--- src/rtl/rename_register_file.sv ---
// Architectural register file with per-register rename tags: combinational operand
// lookup with launch/commit bypass, one rename and up to NCM in-order commits per cycle.
module rename_register_file #(
  parameter int XLEN  = 32,
  parameter int NREG  = 32,
  parameter int TAG_W = 5,
  parameter int NRD   = 2,
  parameter int NCM   = 2,
  localparam int RIDX_W = $clog2(NREG)
) (
  input  logic                   clk_in,
  input  logic                   rst_n_in,
  input  logic                   rdy_in,
  input  logic                   flush_in,
  input  logic                   launch_valid_in,
  input  logic [RIDX_W-1:0]      launch_rd_in,
  input  logic [TAG_W-1:0]       launch_tag_in,
  input  logic [NCM-1:0]         commit_valid_in,
  input  logic [NCM*RIDX_W-1:0]  commit_rd_in,
  input  logic [NCM*TAG_W-1:0]   commit_tag_in,
  input  logic [NCM*XLEN-1:0]    commit_value_in,
  input  logic [NRD*RIDX_W-1:0]  ask_rd_in,
  output logic [NRD-1:0]         dep_busy_out,
  output logic [NRD*TAG_W-1:0]   dep_tag_out,
  output logic [NRD*XLEN-1:0]    dep_value_out,
  output logic [NCM-1:0]         msg_valid_out,
  output logic [NCM*TAG_W-1:0]   msg_tag_out,
  output logic [NCM*XLEN-1:0]    msg_value_out
);

  logic [XLEN-1:0]      value_q [NREG];
  logic [XLEN-1:0]      value_d [NREG];
  logic [TAG_W-1:0]     tag_q   [NREG];
  logic [TAG_W-1:0]     tag_d   [NREG];
  logic [NREG-1:0]      busy_q, busy_d;
  logic [NCM-1:0]       msg_valid_q, msg_valid_d;
  logic [NCM*TAG_W-1:0] msg_tag_q, msg_tag_d;
  logic [NCM*XLEN-1:0]  msg_value_q, msg_value_d;

  logic [RIDX_W-1:0]    c_rd_s  [NCM];
  logic [TAG_W-1:0]     c_tag_s [NCM];
  logic [XLEN-1:0]      c_val_s [NCM];
  logic [RIDX_W-1:0]    a_rd_s  [NRD];
  logic [NCM-1:0]       c_act_s;
  logic [NCM-1:0]       c_shadow_s;
  logic                 l_act_s;

  // Unpack ports; an active op is one that will really touch state this cycle.
  always_comb begin
    l_act_s = rdy_in & launch_valid_in & ~flush_in & (launch_rd_in != {RIDX_W{1'b0}});
    for (int k = 0; k < NCM; k++) begin
      c_rd_s[k]  = commit_rd_in[k*RIDX_W +: RIDX_W];
      c_tag_s[k] = commit_tag_in[k*TAG_W +: TAG_W];
      c_val_s[k] = commit_value_in[k*XLEN +: XLEN];
      c_act_s[k] = rdy_in & commit_valid_in[k] & (c_rd_s[k] != {RIDX_W{1'b0}});
    end
    // A younger commit to the same rd keeps an older one from clearing busy.
    for (int k = 0; k < NCM; k++) begin
      c_shadow_s[k] = 1'b0;
      for (int j = k + 1; j < NCM; j++) begin
        if (c_act_s[j] && (c_rd_s[j] == c_rd_s[k])) begin
          c_shadow_s[k] = 1'b1;
        end else begin
          c_shadow_s[k] = c_shadow_s[k];
        end
      end
    end
    for (int p = 0; p < NRD; p++) begin
      a_rd_s[p] = ask_rd_in[p*RIDX_W +: RIDX_W];
    end
  end

  // Register state next-value: commits, then launch, then flush override.
  always_comb begin
    value_d = value_q;
    tag_d   = tag_q;
    busy_d  = busy_q;
    for (int k = 0; k < NCM; k++) begin
      if (c_act_s[k]) begin
        value_d[c_rd_s[k]] = c_val_s[k];
        if ((tag_q[c_rd_s[k]] == c_tag_s[k]) && !c_shadow_s[k] &&
            !(l_act_s && (launch_rd_in == c_rd_s[k]))) begin
          busy_d[c_rd_s[k]] = 1'b0;
        end else begin
          busy_d[c_rd_s[k]] = busy_d[c_rd_s[k]];
        end
      end else begin
        value_d = value_d;
      end
    end
    if (l_act_s) begin
      busy_d[launch_rd_in] = 1'b1;
      tag_d[launch_rd_in]  = launch_tag_in;
    end else begin
      tag_d = tag_d;
    end
    if (rdy_in && flush_in) begin
      busy_d = {NREG{1'b0}};
    end else begin
      busy_d = busy_d;
    end
  end

  // Operand lookup: launch bypass, then youngest matching commit, then stored state.
  always_comb begin
    dep_busy_out  = {NRD{1'b0}};
    dep_tag_out   = {(NRD*TAG_W){1'b0}};
    dep_value_out = {(NRD*XLEN){1'b0}};
    for (int p = 0; p < NRD; p++) begin
      if (a_rd_s[p] == {RIDX_W{1'b0}}) begin
        dep_busy_out[p] = 1'b0;
      end else if (l_act_s && (launch_rd_in == a_rd_s[p])) begin
        dep_busy_out[p]                  = 1'b1;
        dep_tag_out[p*TAG_W +: TAG_W]    = launch_tag_in;
      end else begin
        dep_busy_out[p]                  = busy_q[a_rd_s[p]];
        dep_tag_out[p*TAG_W +: TAG_W]    = tag_q[a_rd_s[p]];
        dep_value_out[p*XLEN +: XLEN]    = value_q[a_rd_s[p]];
        for (int k = 0; k < NCM; k++) begin
          if (c_act_s[k] && (c_rd_s[k] == a_rd_s[p]) && busy_q[a_rd_s[p]] &&
              (tag_q[a_rd_s[p]] == c_tag_s[k])) begin
            dep_busy_out[p]               = 1'b0;
            dep_value_out[p*XLEN +: XLEN] = c_val_s[k];
          end else begin
            dep_busy_out[p] = dep_busy_out[p];
          end
        end
      end
    end
  end

  // Commit broadcast next-value; holds while stalled, silenced by flush.
  always_comb begin
    msg_valid_d = msg_valid_q;
    msg_tag_d   = msg_tag_q;
    msg_value_d = msg_value_q;
    if (rdy_in) begin
      for (int k = 0; k < NCM; k++) begin
        msg_valid_d[k]                = commit_valid_in[k] & ~flush_in;
        msg_tag_d[k*TAG_W +: TAG_W]   = c_tag_s[k];
        msg_value_d[k*XLEN +: XLEN]   = (c_rd_s[k] == {RIDX_W{1'b0}}) ? {XLEN{1'b0}} : c_val_s[k];
      end
    end else begin
      msg_valid_d = msg_valid_q;
    end
  end

  // State registers.
  always_ff @(posedge clk_in or negedge rst_n_in) begin
    if (!rst_n_in) begin
      for (int i = 0; i < NREG; i++) begin
        value_q[i] <= {XLEN{1'b0}};
        tag_q[i]   <= {TAG_W{1'b0}};
      end
      busy_q      <= {NREG{1'b0}};
      msg_valid_q <= {NCM{1'b0}};
      msg_tag_q   <= {(NCM*TAG_W){1'b0}};
      msg_value_q <= {(NCM*XLEN){1'b0}};
    end else begin
      value_q     <= value_d;
      tag_q       <= tag_d;
      busy_q      <= busy_d;
      msg_valid_q <= msg_valid_d;
      msg_tag_q   <= msg_tag_d;
      msg_value_q <= msg_value_d;
    end
  end

  assign msg_valid_out = msg_valid_q;
  assign msg_tag_out   = msg_tag_q;
  assign msg_value_out = msg_value_q;

endmodule
--- config.mk ---
export PLATFORM = sky130hd
export DESIGN_NAME = rename_register_file
export DESIGN_NICKNAME = d
export VERILOG_FILES = /design/src/rtl/rename_register_file.sv
export SDC_FILE = /design/constraint.sdc
export NUM_CORES = 2
export LEC_CHECK = 0
export CAP_MARGIN = 20
export CORE_ASPECT_RATIO = 2
export CORE_MARGIN = 2
export CORE_UTILIZATION = 48
export CTS_BUF_LIST = sky130_fd_sc_hd__clkbuf_2
export DETAILED_ROUTE_END_ITERATION = 16
export DONT_BUFFER_PORTS = 1
export PLACE_DENSITY_LB_ADDON = 0.3
export SLEW_MARGIN = 20
export SYNTH_ARGS = -nofsm -noshare
export SYNTH_HDL_FRONTEND = slang
export SYNTH_SLANG_ARGS = --single-unit
--- constraint.sdc ---
create_clock -name clk_in -period 3.2 [get_ports clk_in]
set_clock_uncertainty 0.15 [all_clocks]
set_input_delay 0.16 -clock clk_in [delete_from_list [all_inputs] [get_ports clk_in]]
set_output_delay 0.16 -clock clk_in [all_outputs]
set_load 0.1 [all_outputs]
==> impl_metrics.tcl <==
set metrics [dict create \
    synth-seq-area-share_pct 39.2 \
    cts_tree "done" \
    htree_levels 5 \
    start_util_pct 48.2 \
    final_cell_area_mm2 0.105 \
    violations "hold timing, slew limit, setup timing" \
    core_mm2 0.171 \
    drt-pass1-iter-count 7 \
    gr-max-usage-layer "met2" \
    clkTransAtPathRegs_ns 0.12 \
    fin_ws_ns -2.48 \
    cpMostUsedCell "buf_12" \
    area_growth_pct 27.2 \
    clock_sinks 1292 \
    antenna_left 0 \
    async_reset_ff_share_pct 100 \
    r2r_end "busy_q[1]" \
    hold_ws_ns -0.184 \
    pwr-share-comb_pct 35.2 \
    antenna_found_initial 57 \
    finalCritPeriodShare_pct 178 \
    via_per_inst 7.06 \
    clockBufferDepth 4 \
    setup_violations 1308 \
    critPathMaxFanout 17 \
    cts_buffers 315 \
    tightest_slew_ns 2.34 \
    vias 78020 \
    wl_per_cell_um 38.7 \
    hold_path.class "input pin to flip-flop" \
    die_area_mm2 0.175 \
    met3_usage_pct 22.5 \
    syn-num-nets 7732 \
    seqPwrFrac_pct 43.1 \
    r2r_setup_slack_ns -0.71 \
    std_cell_rows 215 \
    cp.buffers_inverters 10 \
    cts_root_buffer "clkbuf_2" \
    cp-end-kind "output port" \
    use_met2_pct 67.6 \
    period_minus_slack_ns 5.68 \
    synth_ff_type "dfrtp_1" \
    cpMaxStageDelayCell "dlygate4sd3_1" \
    internal_power_mw 33.2 \
    critical_path.cell_chain "dlygate4sd3_1, buf_12, dlymetal6s4s_1, buf_12, nor2_1, buf_4, a21o_1, buf_4, nor4_1, nand4_1, buf_4, nor2_1, nand4_1, nor3_4, buf_12, buf_16, nand2_2, o21ai_4, buf_12" \
    maxCapViolCount 0 \
    synthCells 7621 \
    rsz0062_at_grt "true" \
    required_ns 2.89 \
    drtIter0Drc 12516 \
    hold_viol 28 \
    grt_pass1_vias 76375 \
    cp-start-kind "input pin" \
    synth_edf_count 0 \
    port_buffers 0 \
    dpl.hpwl_mm 211 \
    io_pins 263 \
    p_switching_mw 20.4 \
    clkPwrFrac_pct 21.7 \
    critical-path-top-delay-family "buffers and inverters" \
    synth_area_per_cell_um2 10.8 \
    grt_max_degree 309 \
    drc_errors 0 \
    grt_first_pass_wirelength_mm 574 \
    ys_warn_count 0 \
    ir_drop_mv 0.421 \
    hold_path_end "busy_q[8]" \
    r2r_start "tag_q[83]" \
    overflow 0 \
    die_x_um 297 \
    final_nets 8607 \
    status "finished with violations" \
    worst_skew_pair.late_latency_ns 1.62 \
    max_clock_freq_mhz 176 \
    max-slew-margin-rel_pct -55.8 \
    grt.total_usage_pct 46.5 \
    pwr_density_cell_mw_per_mm2 511 \
    slew_viol_final 326 \
    critical_path_class "input pin to output port" \
    mappedNetlistArea_mm2 0.0825 \
    synth.distinct_cells 75 \
    ys_seq_elements 1292 \
    gp_congestion 1.05 \
    drt-total-wl_mm 427 \
    grtUsageMet1_pct 47.6 \
    sw_frac_of_total_pct 38.1 \
    post-place-ws_ns -1.13 \
    holdPathStages 11 \
    drive_gt1_share_pct 31.1 \
    cp.arrival_ns 5.37 \
    p_leak_nw 45.4 \
    place_area_mm2 0.0892 \
    hp-start "commit_rd_in[0]" \
    crit_path_max_incr_delay_ns 1.25 \
    die_h_um 590 \
    r2r_cells 14 \
]
-- repair_timing --
action | in CTS | in global routing
endpoints found under the hold margin | 1675 | 960
hold buffers | 715 | 81
pin swaps | 44 | 98
cloned | 7 | 28
buffers inserted | 23 | 56
endpoints found under the setup margin | 107 | 1194
resized for setup | 195 | 244
-- final cells by class --
| cell class | count | area (um2) |
|---|---|---|
| diodes | 51 | 128 |
| inverters | 79 | 309 |
| fillers | 13629 | 66100 |
| multi-input cells | 5315 | 49200 |
| clock buffers | 471 | 2360 |
| flip-flops and latches | 1292 | 32300 |
| clock inverters | 71 | 328 |
| well taps | 2278 | 2850 |
| repair buffers | 1493 | 17500 |
-- worst reg2reg max path: cells and delay by family (launching register included) --
kind                   cells  cell delay [ns]
flip-flops                 1             0.40
multiplexers               1             0.37
AND/OR/NAND/NOR            3             1.09
AO/OA/AOI/OAI              6             1.19
buffers and inverters      4             0.55
-- sequential cells by signal (all words and copies together) (netlist names) --
register / count
msg_valid_out: 2
msg_value_out: 64
tag_q: 160
value_q: 1024
busy_q: 32
msg_tag_out: 10
-- routing by layer --
metal	vias up	part of all wire, %
li1	29837	-
met1	38018	29
met2	7247	43
met3	2873	14
met4	45	13
met5	-	0.20
-- how the worst max path moves through the flow --
stage / start / endpoint / cells past startpoint
after floorplan: tag_q[1] / dep_value_out[14] / 11
after global placement: rst_n_in / value_q[562] / 4
after detailed placement: rst_n_in / msg_value_out[50] / 4
after CTS: tag_q[63] / dep_value_out[42] / 15
after global routing: tag_q[63] / dep_value_out[10] / 16
final: commit_rd_in[6] / dep_value_out[10] / 19
-- cell usage in the layout (no fill, tap or decap), drive strengths merged, types with 61 or more instances in the layout --
cell         instances
mux2i             1153
mux4               773
dlygate4sd3        599
a31oi               74
mux2               167
o21ai              508
clkinv              61
o22ai               83
inv                 87
a21oi              603
buf                859
nor2               737
dfrtp             1292
clkbuf             501
nand2              828
-- metrics by stage --
step / total power, mW / cells / hold slack [ns] / setup TNS, ns / util, %
after floorplan: 34.3 / 7621 / -0.286 / -8.47 / -
after global placement: 37.6 / 9561 / -0.285 / -288.62 / 52.1
after detailed placement: 38.3 / 9562 / -0.285 / -348.55 / 52.1
after CTS: 51.9 / 10848 / -0.488 / -826.98 / 59.5
after global routing: 55.4 / 11016 / -0.182 / -876.16 / 61.3
final: 53.6 / 11050 / -0.184 / -929.85 / 61.4
-- power by group through the flow --
stage               logic, mW  clock network, mW  registers, mW
floorplan                12.0                  0           22.3
global placement         14.8                  0           22.8
detailed placement       15.1                  0           23.2
CTS                      17.5               11.6           22.9
global route             19.6               12.4           23.4
finish                   18.9               11.7           23.1
-- Yosys cell counts (5+ instances only) --
cell       count  area, um2
nor3b_1        9       67.6
nand2b_1      14       87.6
o32ai_1        6       52.6
nand3_1       20        100
or4b_1         5       50.1
nor2b_1       16        100
nand4_1       13       81.3
or4bb_1        6       67.6
inv_1         77        289
mux4_2       773      17400
nand3b_1       7       52.6
nor2_1       734       2760
mux2_2       167       1880
nand2_1      828       3110
a31oi_1       74        463
clkbuf_1     688       2580
o22ai_1       83        519
mux2i_1     1153      11500
dfrtp_1     1292      32300
o31ai_1        8       60.1
and2_1         8       50.1
and3b_1        7       61.3
nor4_1        27        169
o211ai_1      34        255
nand4bb_1      7       78.8
buf_4          8       60.1
and3_1         8       50.1
a311oi_1       7       61.3
a22oi_1       15        113
xnor2_1       39        342
xor2_1        28        245
nand4b_1       9       78.8
or3_1          6       37.5
buf_2         52        260
o21ai_0      500       2500
or4_1          6       45.0
a21oi_1      603       3020
nor3_1        17       85.1
buf_1        187        702
o21ai_1        8       40.0
-- kinds of logic (layout without fill, tap and decap cells) --
logic type	count (synthesis)	in the layout	synth area share, %
buf+inv	1014	2114	4.73
xor+xnor	67	67	0.711
flops	1292	1292	39.2
other cells	0	51	0
compound gates	1388	1388	9.16
simple gates	1767	1767	8.84
mux	2093	2093	37.4
No activity file was read; power rests on OpenSTA's default activity.
